**src/rtl/uart_rx_ctrl.sv**
```systemverilog
// Serial receive controller: synchronizes the line, times each bit with a
// mid-bit sample strobe, shifts data in LSB first and reports ready/error status.
module uart_rx_ctrl #(
  parameter int CLKS_PER_BIT = 10,
  parameter int DATA_BITS    = 8
) (
  input  logic                 clk,
  input  logic                 n_rst,
  input  logic                 serial_in,
  input  logic                 data_read,
  output logic [DATA_BITS-1:0] rx_data,
  output logic                 data_ready,
  output logic                 framing_error,
  output logic                 overrun_error
);
  localparam int CW = $clog2(CLKS_PER_BIT + 1);
  localparam int IW = $clog2(DATA_BITS + 1);
  localparam logic [CW-1:0] CNT_MAX  = CW'(CLKS_PER_BIT);
  localparam logic [CW-1:0] CNT_H    = CW'(CLKS_PER_BIT / 2);
  localparam logic [IW-1:0] IDX_LAST = IW'(DATA_BITS - 1);

  typedef enum logic [2:0] {IDLE, START_CHK, RECV, STOP_CHK, LOAD, WAIT_IDLE} state_e;

  state_e                state_q, state_d;
  logic                  sync1_q, sync2_q, edge_q;
  logic [CW-1:0]         cnt_q, cnt_d;
  logic [IW-1:0]         idx_q, idx_d;
  logic [DATA_BITS-1:0]  sh_q, sh_d, rx_q, rx_d;
  logic                  rdy_q, rdy_d, fe_q, fe_d, ov_q, ov_d;
  logic                  start_edge, strobe, line;

  assign line       = sync2_q;
  assign start_edge = !sync2_q && edge_q;

  always_ff @(posedge clk or negedge n_rst) begin
    if (!n_rst) begin
      sync1_q <= 1'b1;
      sync2_q <= 1'b1;
      edge_q  <= 1'b1;
      state_q <= IDLE;
      cnt_q   <= '0;
      idx_q   <= '0;
      sh_q    <= '0;
      rx_q    <= '0;
      rdy_q   <= 1'b0;
      fe_q    <= 1'b0;
      ov_q    <= 1'b0;
    end else begin
      sync1_q <= serial_in;
      sync2_q <= sync1_q;
      edge_q  <= sync2_q;
      state_q <= state_d;
      cnt_q   <= cnt_d;
      idx_q   <= idx_d;
      sh_q    <= sh_d;
      rx_q    <= rx_d;
      rdy_q   <= rdy_d;
      fe_q    <= fe_d;
      ov_q    <= ov_d;
    end
  end

  always_comb begin
    state_d = state_q;
    cnt_d   = cnt_q;
    idx_d   = idx_q;
    sh_d    = sh_q;
    rx_d    = rx_q;
    rdy_d   = rdy_q;
    fe_d    = fe_q;
    ov_d    = ov_q;
    strobe  = 1'b0;
    if (data_read) begin
      rdy_d = 1'b0;
      ov_d  = 1'b0;
    end
    // Counter runs 1..CLKS_PER_BIT; strobe fires on the edge it reaches H.
    if (state_q == START_CHK || state_q == RECV || state_q == STOP_CHK) begin
      cnt_d  = (cnt_q == CNT_MAX) ? CW'(1) : cnt_q + CW'(1);
      strobe = (cnt_d == CNT_H);
    end
    case (state_q)
      IDLE: begin
        cnt_d = '0;
        if (start_edge) state_d = START_CHK;
      end
      START_CHK: begin
        if (strobe) begin
          idx_d   = '0;
          state_d = line ? IDLE : RECV;
        end
      end
      RECV: begin
        if (strobe) begin
          sh_d  = {line, sh_q[DATA_BITS-1:1]};
          idx_d = idx_q + IW'(1);
          if (idx_q == IDX_LAST) state_d = STOP_CHK;
        end
      end
      STOP_CHK: begin
        if (strobe) begin
          if (line) begin
            state_d = LOAD;
          end else begin
            fe_d    = 1'b1;
            state_d = WAIT_IDLE;
          end
        end
      end
      LOAD: begin
        // A read landing on the load cycle acknowledges the old byte, not the new one.
        rx_d    = sh_q;
        rdy_d   = 1'b1;
        fe_d    = 1'b0;
        ov_d    = ov_q | (rdy_q & !data_read);
        state_d = IDLE;
      end
      WAIT_IDLE: begin
        if (line) state_d = IDLE;
      end
      default: state_d = IDLE;
    endcase
  end

  assign rx_data       = rx_q;
  assign data_ready    = rdy_q;
  assign framing_error = fe_q;
  assign overrun_error = ov_q;
endmodule

```
**config.mk**
```make
export PLATFORM = sky130hd
export DESIGN_NAME = uart_rx_ctrl
export DESIGN_NICKNAME = d
export VERILOG_FILES = /design/src/rtl/uart_rx_ctrl.sv
export SDC_FILE = /design/constraint.sdc
export NUM_CORES = 1
export LEC_CHECK = 0
export CORE_AREA = 2 2 62 64
export DETAILED_ROUTE_END_ITERATION = 8
export DIE_AREA = 0 0 64 66
export HOLD_SLACK_MARGIN = 0.1
export SLEW_MARGIN = 10
export SYNTH_ARGS = -nofsm -noshare
export SYNTH_HDL_FRONTEND = slang
export SYNTH_SLANG_ARGS = --single-unit
```
**constraint.sdc**
```tcl
create_clock -name clk -period 4.95 [get_ports clk]
set_clock_uncertainty 0.1 [all_clocks]
set_input_delay 1.485 -clock clk [delete_from_list [all_inputs] [get_ports clk]]
set_output_delay 1.485 -clock clk [all_outputs]
set_load 0.02 [all_outputs]
```
# Yosys cells after proc, flatten, opt, wreduce, memory -nomap -nowiden
# Cells that the tools add are included.
[word_totals] regBits=33 in_bits=4
[classes] n_eq_ne=15 mux=22 bitwise_logic=2 reduce_logical=14 addsub=2
[op_table] op="4-bit 2-to-1 mux" n=5
[op_table] op="3-bit 2-to-1 mux" n=6
[op_table] op="3-bit one-hot mux with 5 select lines" n=1
[op_table] op="2-bit != test, second input constant" n=6
[op_table] op="4-bit by 1-bit adder with 4-bit output, second input constant" n=2
[op_table] op="4-bit by 3-bit == test with 1-bit output, second input constant" n=2
[op_table] op="4-bit one-hot mux with 2 select lines" n=1
[op_table] op="2-bit nonzero test" n=4
[op_table] op="1-bit 2-to-1 mux" n=7
[op_table] op="3-bit by 2-bit == test with 1-bit output, second input constant" n=2
[op_table] op="3-bit == test, second input constant" n=2
[op_table] op="3-bit AND reduction" n=2
[op_table] op="6-bit AND reduction" n=1
[op_table] op="4-bit == test, second input constant" n=1
[op_table] op="3-bit by 1-bit == test with 1-bit output, second input constant" n=1
[op_table] op="3-bit zero test" n=1
[op_table] op="1-bit zero test" n=2
[op_table] op="1-bit logical OR" n=2
[op_table] op="2-bit 2-to-1 mux" n=1
[op_table] op="2-bit by 1-bit != test with 1-bit output, second input constant" n=1
[op_table] op="1-bit one-hot mux with 2 select lines" n=1
[op_table] op="2-bit AND reduction" n=1
[op_table] op="1-bit bitwise AND" n=1
[op_table] op="1-bit logical AND" n=1
[op_table] op="1-bit bitwise OR" n=1

# Logic depth before layout (Yosys ltp)
# Gate-level depths: netlist (run 1).
[logic_depth] ltp_word=6 mapped_depth=5 ltp_nobuf=4

# Worst setup path after synthesis (run 1)
# OpenSTA, ideal clock, no wires.
[synth_path] path_kind="register to output" startpoint="register ov_q (netlist: overrun_error)" endpoint="output port overrun_error" n_path_buf=0 slack_ps=2928 arrival_time_ps=437 stages_incl_launch_ff=1 path_cell_list="dfrtp_1"
[synth_lines] element="from (decl)" line="29" rtl="logic rdy_q, rdy_d, fe_q, fe_d, ov_q, ov_d;"
[synth_lines] element="from (signal assigned)" line="59" rtl="ov_q <= ov_d;"
[synth_lines] element="to (decl)" line="14" rtl="output logic overrun_error"
# No word-level cell between the ends.

# Worst setup path after layout (run 1)
[layout_path] startpoint="register rdy_q (netlist: data_ready)" endpoint="output port data_ready"
[layout_lines] element="from (decl)" line="29"
[layout_lines] element="from (signal assigned)" line="57" rtl="rdy_q <= rdy_d;"
[layout_lines] element="to (decl)" line="12" rtl="output logic data_ready,"
# No word-level cell between the ends.

==> run summary, run 1 <==
Status -> completed
CP top delay family -> buffers and inverters
CTS tree -> done
Worst reg2reg path startpoint -> state_q[2]
Post-CTS setup buffer count -> 0
Critical path depth -> 1
Vias in the first global route -> 1,048
Area leader, netlist -> dfrtp_1
Longest Clk Path Bufs -> 2
FF-to-FF path depth -> 3
Io pins -> 15
DIE AREA -> 0.00422 mm2
Min-delay worst type -> reg2reg
FF+latch area -> 830 um2
Synth Flop Type -> dfrtp_1
VDD IR max -> 191 uV
RSZ-0062 raised after global routing -> no
CTS H-tree depth -> 2
Critical path arrival -> 1.34 ns
Final hold vios -> 0
Area occupied by multi-input gates -> 646 um2
CTS Sinks -> 33
Post-route DRC -> 0
Hold Crit Depth -> 0
Die height -> 66 um
Final hold slack -> 0.258 ns
Clock Latency Late Sink -> 0.33 ns
EDFF count, synth -> 0
Total Routing Usage GR -> 15.5%
Detail Route Antenna Nets -> 0
Layout cell share with drive strength beyond 1 -> 24.1%
Final worst setup slack -> 2.02 ns
Starting Density -> 43.2%
Total CTS buffers -> 5
Count of final setup violators -> 0
Placed Area -> 0.00170 mm2
Worst-margin pin slew -> 1.01 ns
Grt ovf -> 0
Slowest-stage cell, CP -> clkdlybuf4s50_1
CP Launch Point -> data_ready
Cell Chain, Critical Path -> clkdlybuf4s50_1
Yosys reg bits -> 33
# resized after CTS -> 0
Die X -> 64 um
Num rows -> 22
DRT Pass-1 Iters -> 4
Post-synth top area share -> 48.9%
Drt total wl -> 2770 um
Post-DP HPWL -> 1910 um
Cell with the most instances after synthesis -> dfrtp_1
WP buf/inv -> 1
CP max stage delay -> 0.62 ns
Initial DRC count -> 65
Maxcap violations -> 0
Synth Warn # -> 0
Antenna Cells -> 0
CTS Root Cell -> clkbuf_4
Initial antenna violation count -> 0
Leakage -> 0.769 nW
Finished Cell Area -> 0.00175 mm2
Vias -> 1,059
Final net count -> 145
FFs w/ async S/R, synth -> 100%
Hold Startpoint -> sync1_q
PortBufs -> 14
Synth-to-layout area growth -> 14.3%
Mapped Cells -> 125
Post-Syn Nets -> 130
Setup TNS -> 0 ns
Vias per Instance -> 5.60
Worst Path Max Fanout -> 3
Core area -> 0.00355 mm2
Pre-CTS WS -> 1.92 ns
Final period util -> 59.1%
Startpoint types -> register
Pwr Density -> 398 mW/mm2
Largest net degree at the start of global routing -> 24
CP Class -> reg2out
First-pass GRT wire length -> 4950 um
CP required -> 3.37 ns
Drt wl/cell -> 14.6 um
Register area share after synthesis -> 54.1%
Synth cell types -> 42
Hold EP -> line
Synthesized area per cell -> 12.3 um2
Filler Cell Count -> 325
Hold buffers post-CTS -> 0
Clock slew seen by the registers of the worst setup and hold paths -> 0.10 ns
Final worst path period need -> 2.93 ns
Worst r2r dst -> sh_q[5]
Flop2flop setup slack -> 3.06 ns
Critical path capture point type -> primary output
Peak Freq -> 342 MHz
Gp weighted congestion -> 0.804
Top cells by area, synth -> dfrtp_1 49%, mux2_2 12%, dfstp_2 5.1%
Slew Viols, Final -> 0
Max_slew headroom -> 32.5%
Synth cell count leaders -> 30 x dfrtp_1, 16 x mux2_2, 9 x o21ai_0
Synth Cell Area -> 0.00153 mm2
[final cells by class]
class	count	area share, %
Sequential cell	33	47.3
Multi-Input combinational cell	80	36.8
Timing Repair Buffer	15	8.42
Tap cell	48	3.43
Clock buffer	6	2.36
Inverter	5	1.07
Clock inverter	2	0.571
[per-layer routing]
layer  wire [um]  track usage, %  part of all wire, %
met1        1320            20.7                   48
met2        1320            23.3                   48
met3          71            3.75                  2.6
met4          53            8.42                  1.9
met5           0               0                    0
[logic make-up after synthesis]
group           after synthesis  share of synthesized area, %
flops                        33                          54.1
buf+inv                      12                          3.83
compound gates               31                          14.9
simple gates                 31                          13.9
fa+ha+maj                     1                         0.816
mux                          17                          12.4
[flip-flops by register name (all words and copies together), names as in the netlist]
name	flops
idx_q	4
edge_q	1
rx_data	8
line	1
cnt_q	4
sync1_q	1
state_q	3
sh_q	8
overrun_error	1
data_ready	1
framing_error	1
[worst reg2reg max path, stage by stage, from the launching register on]
cell     delay [ns]
dfrtp_1        0.59
nor3_1         0.54
nand3_4        0.21
mux2_2         0.34
[placed cells by master, fill, tap and decap left out, types with 2 or more instances in the layout]
master	n
a21o_1	3
a21oi_1	2
a22o_1	2
a32o_1	3
a41oi_1	2
and4b_1	2
clkbuf_4	5
clkdlybuf4s50_1	14
clkinv_2	2
dfrtp_1	30
dfstp_2	3
inv_1	5
mux2_2	16
nand2_1	5
nand3_1	6
nor2_1	3
nor2b_1	3
o21ai_0	9
o31ai_1	2
[where the power goes]
group	switching (mW)	internal [mW]	total, mW
sequential	0.0780	0.302	0.380
clock	0.0876	0.0540	0.142
combinational	0.0883	0.0872	0.175
[per-stage QoR]
stage | util [%] | total power [mW] | instances
2_1_floorplan | - | 0.519 | 125
3_3_place_gp | 47.9 | 0.551 | 181
3_5_place_dp | 47.9 | 0.559 | 181
4_1_cts | 49.4 | 0.704 | 189
5_1_grt | 49.4 | 0.749 | 189
6_report | 49.4 | 0.697 | 189
[worst max-delay path by stage]
stage               endpoint
2_1_floorplan  overrun_error
3_3_place_gp          edge_q
3_5_place_dp          edge_q
4_1_cts           data_ready
5_1_grt           data_ready
6_report          data_ready
Power figures use the tool's default switching activity.
==> inputs of run 2 (changes only) <==
==> constraint.sdc (replaced) <==
create_clock -name clk -period 2.8 [get_ports clk]
set_clock_uncertainty 0.1 [all_clocks]
set_input_delay 0.84 -clock clk [delete_from_list [all_inputs] [get_ports clk]]
set_output_delay 0.84 -clock clk [all_outputs]
set_load 0.02 [all_outputs]
==> run 2 against run 1 <==
- final cell count stayed put
- hold slack better by 0.0078 ns
- die area stayed put
- global-route usage is 0.40 points higher
- design area is 2.9% higher
- combinational power is 77% higher
- largest cell class unchanged
==> run summary, run 2 (synthesis gave the netlist of run 1 again) <==
WP buf/inv -> 1 (unchanged)
Combinational Power Share -> 21.7% (-3.5 points)
Antenna Cells -> 0 (unchanged)
Layout cell share with drive strength beyond 1 -> 24.8% (+0.71 points)
Largest net degree at the start of global routing -> 34 (+42%)
Vias -> 1,048 (-1.0%)
Worst Path Max Fanout -> 3 (unchanged)
Total CTS buffers -> 5 (unchanged)
Drt total wl -> 2810 um (+1.5%)
Net Sw Frac -> 32.3% (-4.1 points)
Initial antenna violation count -> 0 (unchanged)
Filler Cell Count -> 313 (-3.7%)
Synth-to-layout area growth -> 17.6%
Final hold vios -> 0 (unchanged)
CP Class -> reg2out
Leakage -> 0.792 nW (+3.0%)
Util after Layout -> 50.8% (+1.4 points)
Pwr Density -> 790 mW/mm2 (+99%)
Setup TNS -> 0 ns (unchanged)
Worst reg2reg path startpoint -> state_q[2]
Vias in the first global route -> 1,104 (+5.3%)
Drt wl/cell -> 14.9 um (+1.5%)
Area occupied by multi-input gates -> 646 um2 (unchanged)
Final period util -> 81.6%
Max_slew headroom -> 50.3% (+18 points)
Io pins -> 15 (unchanged)
FF+latch area -> 830 um2 (unchanged)
Vias per Instance -> 5.54 (-1.0%)
Clock Power Share -> 31.1% (+11 points)
FF-to-FF path depth -> 3 (unchanged)
CTS tree -> done
Starting Density -> 43.2% (unchanged)
First-pass GRT wire length -> 5150 um (+4.2%)
CP max stage delay -> 0.62 ns (about the same)
Cell Chain, Critical Path -> clkdlybuf4s50_1
# resized after CTS -> 0 (unchanged)
Most common cell after layout, fill and taps aside -> dfrtp_1
Worst-margin pin slew -> 0.735 ns (-0.274 ns)
Reg power frac -> 47.1% (-7.4 points)
Critical path capture point type -> primary output
Sw Pwr -> 0.460 mW (+81%)
Commonest cells after routing, fill and taps aside -> 30 x dfrtp_1, 16 x mux2_2, 14 x clkdlybuf4s50_1
CP required -> 1.86 ns (-1.51 ns)
Final net count -> 145 (unchanged)
Final worst setup slack -> 0.514 ns (-1.51 ns)
Post-DP HPWL -> 1860 um (-2.6%)
Maxcap violations -> 0 (unchanged)
PortBufs -> 14 (unchanged)
Final worst path period need -> 2.29 ns
CP top delay family -> buffers and inverters
RSZ-0062 raised after global routing -> no
Flop2flop setup slack -> 0.85 ns (-2.21 ns)
Initial DRC count -> 79 (+22%)
Post-CTS setup buffer count -> 0 (unchanged)
Die height -> 66 um (unchanged)
Total Routing Usage GR -> 15.9% (+0.40 points)
Hold buffers post-CTS -> 0 (unchanged)
Longest Clk Path Bufs -> 2 (unchanged)
CP Launch Point -> overrun_error
Startpoint types -> register
CTS H-tree depth -> 2 (unchanged)
VDD IR max -> 377 uV (+98%)
Gp weighted congestion -> 0.799 (-0.61%)
Pre-CTS WS -> 0.885 ns (-1.04 ns)
Count of final setup violators -> 0 (unchanged)
Die X -> 64 um (unchanged)
Core area -> 0.00355 mm2 (unchanged)
Pint -> 0.965 mW (+120%)
Critical path depth -> 1 (unchanged)
Hold Crit Depth -> 0 (unchanged)
Grt ovf -> 0 (unchanged)
Peak Freq -> 438 MHz
CTS Root Cell -> clkbuf_4
Min-delay worst type -> reg2reg
Status -> completed
Critical path arrival -> 1.35 ns (about the same)
Slew Viols, Final -> 0 (unchanged)
Worst r2r dst -> sh_q[2]
Num rows -> 22 (unchanged)
Detail Route Antenna Nets -> 0 (unchanged)
DRT Pass-1 Iters -> 4 (unchanged)
Clock slew seen by the registers of the worst setup and hold paths -> 0.10 ns (about the same)
DIE AREA -> 0.00422 mm2 (unchanged)
Slowest-stage cell, CP -> clkdlybuf4s50_1
Final hold slack -> 0.266 ns (+0.00778 ns)
Clock Latency Late Sink -> 0.34 ns (about the same)
Crit path to -> overrun_error
Post-route DRC -> 0 (unchanged)
CTS Sinks -> 33 (unchanged)
## run 2: worst min path at each step
stage	end	start	slack, ns
global route	line	sync1_q	0.27
CTS	line	sync1_q	0.27
floorplan	line	sync1_q	0.25
global placement	line	sync1_q	0.25
finish	line	sync1_q	0.27
detailed placement	line	sync1_q	0.25
## run 2: power groups by stage
| stage | combinational, mW | sequential, mW | clock (mW) |
|---|---|---|---|
| after floorplan | 0.329 | 0.588 | 0 |
| after global placement | 0.298 | 0.672 | 0 |
| after detailed placement | 0.311 | 0.678 | 0 |
| after CTS | 0.312 | 0.668 | 0.458 |
| after global routing | 0.350 | 0.690 | 0.480 |
| final | 0.310 | 0.671 | 0.444 |
## run 2: layer usage
metal,up-vias,GRT usage [%],wire length (um)
li1,496,-,-
met1,524,20.4,1300
met2,19,24.5,1320
met3,9,4.94,118
met4,0,7.61,68
met5,-,0,0
## run 2: layout make-up
class / count / area share, %
Clock inverter: 3 / 3.61
Timing Repair Buffer: 15 / 8.18
Sequential cell: 33 / 46.0
Clock buffer: 5 / 2.08
Multi-Input combinational cell: 80 / 35.8
Tap cell: 48 / 3.33
Inverter: 5 / 1.04
## run 2: metrics by stage
step                      cell area (um2)  power, mW  std cells
final                                1800       1.42        189
after global placement               1700      0.971        181
after CTS                            1800       1.44        189
after floorplan                      1530      0.917        125
after global routing                 1800       1.52        189
after detailed placement             1700      0.989        181
